`config.mk`:
```
export PLATFORM = sky130hd
export DESIGN_NAME = irda_rx_framer
export DESIGN_NICKNAME = d
export VERILOG_FILES = /design/src/rtl/irda_rx_framer.sv
export SDC_FILE = /design/constraint.sdc
export NUM_CORES = 1
export LEC_CHECK = 0
export CAP_MARGIN = 20
export CORE_ASPECT_RATIO = 1.25
export CORE_UTILIZATION = 25
export CTS_CLUSTER_SIZE = 12
export DETAILED_ROUTE_END_ITERATION = 8
export GPL_TIMING_DRIVEN = 1
export HOLD_SLACK_MARGIN = 0.03
export PLACE_DENSITY = 0.5
export REMOVE_ABC_BUFFERS = 1
export SLEW_MARGIN = 25
export SYNTH_ARGS = -nofsm -noshare
export SYNTH_HDL_FRONTEND = slang
export SYNTH_SLANG_ARGS = --single-unit
```
`constraint.sdc`:
```
create_clock -name clk -period 3.3 [get_ports clk]
set_input_delay 0.66 -clock clk [delete_from_list [all_inputs] [get_ports clk]]
set_output_delay 0.66 -clock clk [all_outputs]
set_load 0.01 [all_outputs]
```
`src/rtl/irda_rx_framer.sv`:
```
// Receive framer for a demodulated IrDA SIR line, oversampled OSR times per bit.
// Define IRDA_RX_PARITY_EN to add a parity bit between the data and stop bits.
module irda_rx_framer #(
  parameter int DATA_W     = 8,
  parameter int OSR        = 16,
  parameter int STOP_BITS  = 1,
  parameter int PARITY_ODD = 0
) (
  input  logic              clk,
  input  logic              rst,
  input  logic              ena,
  input  logic              tick,
  input  logic              rxd,
  output logic [DATA_W-1:0] data,
  output logic              valid,
  output logic              frame_err,
  output logic              parity_err,
  output logic              busy
);

  localparam int SCNT_W = $clog2(OSR);
  localparam int BCNT_W = $clog2(DATA_W + 1);
  localparam logic [SCNT_W-1:0] MID_CNT  = SCNT_W'(OSR / 2 - 1);
  localparam logic [SCNT_W-1:0] LAST_CNT = SCNT_W'(OSR - 1);
  localparam logic [BCNT_W-1:0] LAST_BIT = BCNT_W'(DATA_W - 1);
  localparam logic [BCNT_W-1:0] LAST_STP = BCNT_W'(STOP_BITS - 1);

  typedef enum logic [2:0] {
    IDLE   = 3'd0,
    START  = 3'd1,
    DATA   = 3'd2,
`ifdef IRDA_RX_PARITY_EN
    PARITY = 3'd3,
`endif
    STOP   = 3'd4
  } state_t;

  function automatic logic expected_parity(input logic [DATA_W-1:0] d);
    return (^d) ^ (PARITY_ODD != 0);
  endfunction

  state_t              state, state_nxt;
  logic [SCNT_W-1:0]   scnt, scnt_nxt;
  logic [BCNT_W-1:0]   bcnt, bcnt_nxt;
  logic [DATA_W-1:0]   shreg, shreg_nxt;
  logic [DATA_W-1:0]   data_nxt;
  logic                fe, fe_nxt;
  logic                fin, fin_nxt;
  logic                valid_nxt, ferr_nxt;
  logic                step;
`ifdef IRDA_RX_PARITY_EN
  logic                pe, pe_nxt;
  logic                perr_nxt;
`endif

  assign step = ena & tick;
  assign busy = (state != IDLE);

  always_comb begin
    state_nxt = state;
    scnt_nxt  = scnt;
    bcnt_nxt  = bcnt;
    shreg_nxt = shreg;
    data_nxt  = data;
    fe_nxt    = fe;
    fin_nxt   = fin;
    valid_nxt = 1'b0;
    ferr_nxt  = 1'b0;
`ifdef IRDA_RX_PARITY_EN
    pe_nxt    = pe;
    perr_nxt  = 1'b0;
`endif
    // fin marks a completed last stop sample; its result is issued on the next enabled clk
    if (ena && fin) begin
      fin_nxt   = 1'b0;
      fe_nxt    = 1'b0;
      scnt_nxt  = '0;
      bcnt_nxt  = '0;
      state_nxt = IDLE;
      if (fe) begin
        ferr_nxt = 1'b1;
      end else begin
        valid_nxt = 1'b1;
        data_nxt  = shreg;
`ifdef IRDA_RX_PARITY_EN
        perr_nxt  = pe;
`endif
      end
`ifdef IRDA_RX_PARITY_EN
      pe_nxt = 1'b0;
`endif
    end else begin
      case (state)
        IDLE: begin
          if (step && !rxd) begin
            state_nxt = START;
            scnt_nxt  = '0;
          end
        end
        START: begin
          if (step) begin
            if (scnt == MID_CNT) begin
              scnt_nxt  = '0;
              bcnt_nxt  = '0;
              state_nxt = rxd ? IDLE : DATA;
            end else begin
              scnt_nxt = scnt + 1'b1;
            end
          end
        end
        DATA: begin
          if (step) begin
            if (scnt == LAST_CNT) begin
              scnt_nxt  = '0;
              shreg_nxt = {rxd, shreg[DATA_W-1:1]};
              if (bcnt == LAST_BIT) begin
                bcnt_nxt  = '0;
`ifdef IRDA_RX_PARITY_EN
                state_nxt = PARITY;
`else
                state_nxt = STOP;
`endif
              end else begin
                bcnt_nxt = bcnt + 1'b1;
              end
            end else begin
              scnt_nxt = scnt + 1'b1;
            end
          end
        end
`ifdef IRDA_RX_PARITY_EN
        PARITY: begin
          if (step) begin
            if (scnt == LAST_CNT) begin
              scnt_nxt  = '0;
              pe_nxt    = (rxd != expected_parity(shreg));
              state_nxt = STOP;
            end else begin
              scnt_nxt = scnt + 1'b1;
            end
          end
        end
`endif
        STOP: begin
          // a low level here never restarts reception; only IDLE looks for start bits
          if (step && !fin) begin
            if (scnt == LAST_CNT) begin
              scnt_nxt = '0;
              if (!rxd) fe_nxt = 1'b1;
              if (bcnt == LAST_STP) begin
                bcnt_nxt = '0;
                fin_nxt  = 1'b1;
              end else begin
                bcnt_nxt = bcnt + 1'b1;
              end
            end else begin
              scnt_nxt = scnt + 1'b1;
            end
          end
        end
        default: begin
          state_nxt = IDLE;
          scnt_nxt  = '0;
          bcnt_nxt  = '0;
        end
      endcase
    end
  end

  always_ff @(posedge clk or negedge rst) begin
    if (!rst) begin
      state     <= IDLE;
      scnt      <= '0;
      bcnt      <= '0;
      shreg     <= '0;
      data      <= '0;
      fe        <= 1'b0;
      fin       <= 1'b0;
      valid     <= 1'b0;
      frame_err <= 1'b0;
    end else begin
      state     <= state_nxt;
      scnt      <= scnt_nxt;
      bcnt      <= bcnt_nxt;
      shreg     <= shreg_nxt;
      data      <= data_nxt;
      fe        <= fe_nxt;
      fin       <= fin_nxt;
      valid     <= valid_nxt;
      frame_err <= ferr_nxt;
    end
  end

`ifdef IRDA_RX_PARITY_EN
  always_ff @(posedge clk or negedge rst) begin
    if (!rst) begin
      pe         <= 1'b0;
      parity_err <= 1'b0;
    end else begin
      pe         <= pe_nxt;
      parity_err <= perr_nxt;
    end
  end
`else
  assign parity_err = 1'b0;
`endif

endmodule

```
==> results.json, run 1 <==
{
  "outcome": "finished, final reports clean",
  "port_buffers": 15,
  "path_class": "register to output pin",
  "num_io_pins": 17,
  "synth.top_cells.by_count": "nand2_1 (36), dfrtp_1 (31), mux2_2 (8), nand3_1 (7), o21ai_0 (7)",
  "design_area_sq_mm": 0.00195,
  "hold_path.class": "register to register",
  "syn_area_sq_mm": 0.00164,
  "ys_types": 49,
  "rrSetupSlack_ns": 1.38,
  "die-height_um": 92.6,
  "grt_overflow": 0,
  "drt-initial-drc-count": 100,
  "initial_utilization_pct": 26.3,
  "area.sequential_sq_um": 776,
  "ys_seq_area_share_pct": 47.2,
  "drc": 0,
  "ant_nets": 0,
  "synth_top_cell_by_area": "dfrtp_1",
  "max_slew_margin_pct": 59.9,
  "cts_tree": "yes",
  "synth_most_common_cell": "nand2_1",
  "maxCapViolCount": 0,
  "dp_hpwl_mm": 2.40,
  "r2r_cells": 3,
  "antenna_found_initial": 0,
  "end_kind": "output pin",
  "vias": 1221,
  "synthTopCellsByArea": "dfrtp_1 (47%), nand2_1 (8.2%), mux2_2 (5.5%), ha_1 (2.3%), nand3_1 (2.1%)",
  "post_dp_cell_area_sq_mm": 0.00187,
  "critPathArrivalTime_ns": 1.67,
  "num-fill-cells": 657,
  "h-tree-depth": 2,
  "grt_use_total_pct": 11.0,
  "post_cts_resize_count": 0,
  "multi_input_area_sq_um": 797,
  "ys_ff_latch": 31,
  "drt_wl_total_mm": 3.37,
  "numClockSinks": 31,
  "yosysWarnings": 0,
  "grt_pass1_vias": 1234,
  "power.total_mw": 1.14,
  "core_area_sq_mm": 0.00625,
  "num-nets-final": 190,
  "grt_max_degree": 32,
  "power_density_mw_per_mm2": 586,
  "finalHoldViolCount": 0,
  "crit_family": "flip-flops",
  "finalCritPeriodShare_pct": 70.5,
  "drive_above_1_share_pct": 16.9,
  "path_depth": 3,
  "slowest_delay_ns": 0.52,
  "rsz0062_at_grt": "false",
  "synthArstFlopShare_pct": 100,
  "path_clk_slew_ns": 0.07,
  "cts_buffers": 5,
  "final_util_pct": 31.3,
  "cp_slowest_cell": "dfrtp_1",
  "crit_chain": "nor2_2 -> nand2_1 -> clkdlybuf4s50_1",
  "leakage_nw": 0.883,
  "clock_skew_ns": 0.00474,
  "synth.avg_cell_area_sq_um": 10.0,
  "cp_num_buf_inv": 1,
  "max_freq_mhz": 430,
  "tightest_slew_ns": 0.597,
  "diodes": 0,
  "drv_slew": 0,
  "clock_path_buffers": 2,
  "syn_to_final_growth_pct": 18.8,
  "fin_setup_tns_ns": 0,
  "place_congestion": 0.812,
  "grt_pass1_wl_mm": 5.71,
  "synth_top_area_share_pct": 47.2,
  "hold_buffers": 0,
  "synth_edf_count": 0,
  "fp.dieW_um": 74.5,
  "clk_latency_ns": 0.28,
  "critPathMaxFanout": 12,
  "setup_violations": 0,
  "fin_crit_ns": 2.33,
  "via_per_inst": 4.56,
  "postCtsSetupBuffers": 0,
  "drt_first_pass_iters": 5,
  "critPathRequiredTime_ns": 2.64,
  "row_count": 32,
  "dieArea_sq_mm": 0.00690,
  "startpoint_type": "register",
  "synth_top_flop_cell": "dfrtp_1",
  "cts-root-buf": "clkbuf_8",
  "syn_inst": 164,
  "wl_per_cell_um": 12.6,
  "vdd_drop_max_mv": 0.161,
  "whs_path_depth": 2
}
registers in the layout (all words and copies together), names as in the netlist, 3 cells and up:
name	cells
bcnt	4
scnt	4
data	8
shreg	8
state	3
worst paths after layout:
check,from,end
min reg2reg,data[1],data[1]
max,state[1],busy
min in group asynchronous,rst,data[4]
max in group asynchronous,rst,fe
max reg2reg,state[1],shreg[0]
min,data[1],data[1]
power by group:
group / switching, mW / internal [mW] / total, mW / leakage, nW
sequential: 0.0547 / 0.410 / 0.465 / 0.428
combinational: 0.217 / 0.170 / 0.387 / 0.414
clock: 0.145 / 0.147 / 0.293 / 0.0412
cell families (layout without fill, tap and decap cells):
logic type | count (synthesis) | in the layout | synth area share [%]
and+or+nand+nor | 72 | 72 | 22.8
AOI/OAI and AO/OA | 33 | 33 | 15.7
DFF | 31 | 31 | 47.2
buffers and inverters | 13 | 32 | 4.26
muxes | 10 | 10 | 7.01
adders and majority gates | 3 | 3 | 2.29
other | 1 | 1 | 0.228
xor gates and xnor gates | 1 | 1 | 0.533
per-layer routing:
metal  vias to the layer above  share of wire, %  track usage [%]
met2                        19                49             17.6
met5                         -                 0                0
met3                         5               3.5             3.81
met1                       589                46             12.8
met4                         0               1.2             5.19
li1                        608                 -                -
stage by stage:
stage,setup WS (ns),std cells,hold WS (ns)
floorplan,1.55,159,0.364
global placement,0.743,260,0.450
detailed placement,0.724,260,0.461
CTS,0.949,268,0.477
global route,0.875,268,0.509
finish,0.973,268,0.472
worst reg2reg max path, stage by stage (launching register included):
cell and delay (ns):
dfrtp_1 0.58, nand2_1 0.26, nor4_4 0.57, mux2_2 0.40
area by class of cell:
class	instances	share of cell area (%)
inverters	8	1.54
flip-flops and latches	31	39.7
well taps	85	5.45
clock inverters	2	0.641
repair buffers	16	8.08
clock buffers	6	3.72
multi-input cells	120	40.8
cell usage in the layout, fill, tap and decap left out, types with 3 or more instances in the layout:
cell type / netlist / final
clkbuf_8: 0 / 5
nand2b_1: 3 / 3
a21oi_1: 5 / 5
nand2_1: 36 / 36
dfrtp_1: 31 / 31
ha_1: 3 / 3
nor2_1: 5 / 5
nor2b_1: 3 / 3
inv_1: 6 / 6
clkdlybuf4s50_1: 0 / 15
mux2_2: 8 / 8
o21ai_0: 7 / 7
nand3_1: 7 / 7
a21o_1: 3 / 3
Note: power is estimated with default switching activity, not from simulation.
==> run 2, diff against run 1 <==
--- a/config.mk
+++ b/config.mk
@@ -12,7 +12,7 @@
 export DETAILED_ROUTE_END_ITERATION = 8
 export GPL_TIMING_DRIVEN = 1
 export HOLD_SLACK_MARGIN = 0.03
-export PLACE_DENSITY = 0.5
+export PLACE_DENSITY = 0.51
 export REMOVE_ABC_BUFFERS = 1
 export SLEW_MARGIN = 25
 export SYNTH_ARGS = -nofsm -noshare
==> constraint.sdc (replaced) <==
create_clock -name clk -period 1.9 [get_ports clk]
set_input_delay 0.38 -clock clk [delete_from_list [all_inputs] [get_ports clk]]
set_output_delay 0.38 -clock clk [all_outputs]
set_load 0.01 [all_outputs]
==> run 2 against run 1 <==
Compared with the run above: die area unchanged; core utilization increased by 3.7 points; sequential share of layout area decreased by 4.0 points; combinational power increased to 2.6 times the previous value; critical endpoint is now state[0]; register-to-register slack got worse by 1.3 ns; clock power increased by 78%.
==> results.json, run 2 (same netlist as run 1, synthesis figures left out) <==
{
  "largestRegisters": "data x8, shreg x8",
  "core_area_sq_mm": 0.00625,
  "rsz0062_at_grt": "false",
  "cts-root-buf": "clkbuf_8",
  "finalHoldViolCount": 0,
  "final_common_cell": "nand2_1",
  "layout_common_cells": "nand2_1 (36), dfrtp_1 (28), buf_4 (28)",
  "path_clk_slew_ns": 0.07,
  "vias": 1342,
  "num_io_pins": 17,
  "vdd_drop_max_mv": 0.387,
  "finalCritPeriodShare_pct": 95.8,
  "drv_slew": 0,
  "die-height_um": 92.6,
  "port_buffers": 15,
  "worst_hold_slack_ns": 0.467,
  "dp_slack_ns": -0.258,
  "grt_use_total_pct": 12.1,
  "layout_setup_ws_ns": 0.0801,
  "critPathArrivalTime_ns": 2.00,
  "critPathRequiredTime_ns": 2.08,
  "min_from": "shreg[0]",
  "grt_overflow": 0,
  "outcome": "finished, final reports clean",
  "power_density_mw_per_mm2": 1060,
  "drt_wl_total_mm": 3.65,
  "num-nets-final": 217,
  "path_class": "register to register",
  "clock_skew_ns": 0.00777,
  "dieArea_sq_mm": 0.00690,
  "fin_crit_ns": 1.82,
  "grt_pass1_wl_mm": 6.35,
  "drt-initial-drc-count": 125,
  "cts_buffers": 5,
  "dp_hpwl_mm": 2.60,
  "clk_latency_ns": 0.29,
  "initial_utilization_pct": 26.3,
  "max_freq_mhz": 549,
  "setup_violations": 0,
  "maxCapViolCount": 0,
  "antenna_found_initial": 0,
  "h-tree-depth": 2,
  "drc": 0,
  "syn_to_final_growth_pct": 32.9,
  "grt_max_degree": 32,
  "diodes": 0,
  "ant_nets": 0,
  "leakage_nw": 1.03,
  "fp.dieW_um": 74.5,
  "row_count": 32,
  "startpoint_type": "register",
  "critPathMaxFanout": 5,
  "via_per_inst": 4.55,
  "worstReg2RegStart": "state[0]",
  "end_kind": "register",
  "drt_first_pass_iters": 4,
  "drive_above_1_share_pct": 30.5,
  "numClockSinks": 31,
  "grt_pass1_vias": 1330,
  "cts_tree": "yes",
  "wl_per_cell_um": 12.4,
  "rrSetupSlack_ns": 0.08,
  "place_congestion": 0.784,
  "crit_start": "state[0]",
  "clock_path_buffers": 2,
  "hold_path.class": "register to register"
}
run 2: cell count changes in the layout (fill, tap and decap cells not counted), sizes merged:
cell,previous run,this run
buf,1,28
clkdlybuf4s50,15,13
dlymetal6s2s,0,2
run 2: power breakdown:
part	leakage, nW	internal, mW	switching (mW)
Sequential	0.424	0.717	0.0727
Clock	0.0412	0.256	0.265
Combinational	0.565	0.539	0.468
Total	1.03	1.51	0.805
run 2: metrics by stage:
stage	total power [mW]	cell area, sq um	utilization (%)	setup TNS [ns]	cells
after floorplan	1.30	1600	-	0	159
after global placement	1.67	2020	32.3	-4.26	280
after detailed placement	1.67	2020	32.3	-3.94	280
after CTS	2.29	2140	34.3	0	292
after global routing	2.49	2180	35.0	0	295
final	2.32	2180	35.0	0	295
run 2: per-layer routing:
| metal | routed length (um) | part of all wire, % | global-route usage (%) | vias to the layer above |
|---|---|---|---|---|
| li1 | - | - | - | 663 |
| met1 | 1710 | 47 | 15.6 | 649 |
| met2 | 1800 | 49 | 18.8 | 25 |
| met3 | 100 | 2.7 | 3.26 | 5 |
| met4 | 44 | 1.2 | 4.72 | 0 |
| met5 | 0 | 0 | 0 | - |
run 2: cell type report:
class,count,area [sq um]
fill,660,4060
clock inverter,2,12.5
multi-input combinational,120,817
timing repair buffer,43,365
tap,85,106
sequential,31,779
clock buffer,6,72.6
inverter,8,30.0
run 2: critical path, stage by stage (launching register included):
cell,delay (ns)
dfrtp_2,0.44
buf_4,0.15
or3b_1,0.37
o2111a_1,0.18
nor2_1,0.11
or3b_4,0.16
mux2_4,0.29
run 2: final timing paths:
check	end	depth (start not counted)
max in group asynchronous	state[2]	2
max reg2reg	state[0]	6
min reg2reg	data[0]	2
max	state[0]	6
min in group asynchronous	data[5]	2
min	data[0]	2
run 2: what timing repair did:
action | in CTS | in global routing
setup buffers | 4 | 3
setup endpoints to repair | 1 | 6
hold buffers | 0 | 0
resized for setup | 4 | 6
pin swaps | 0 | 2
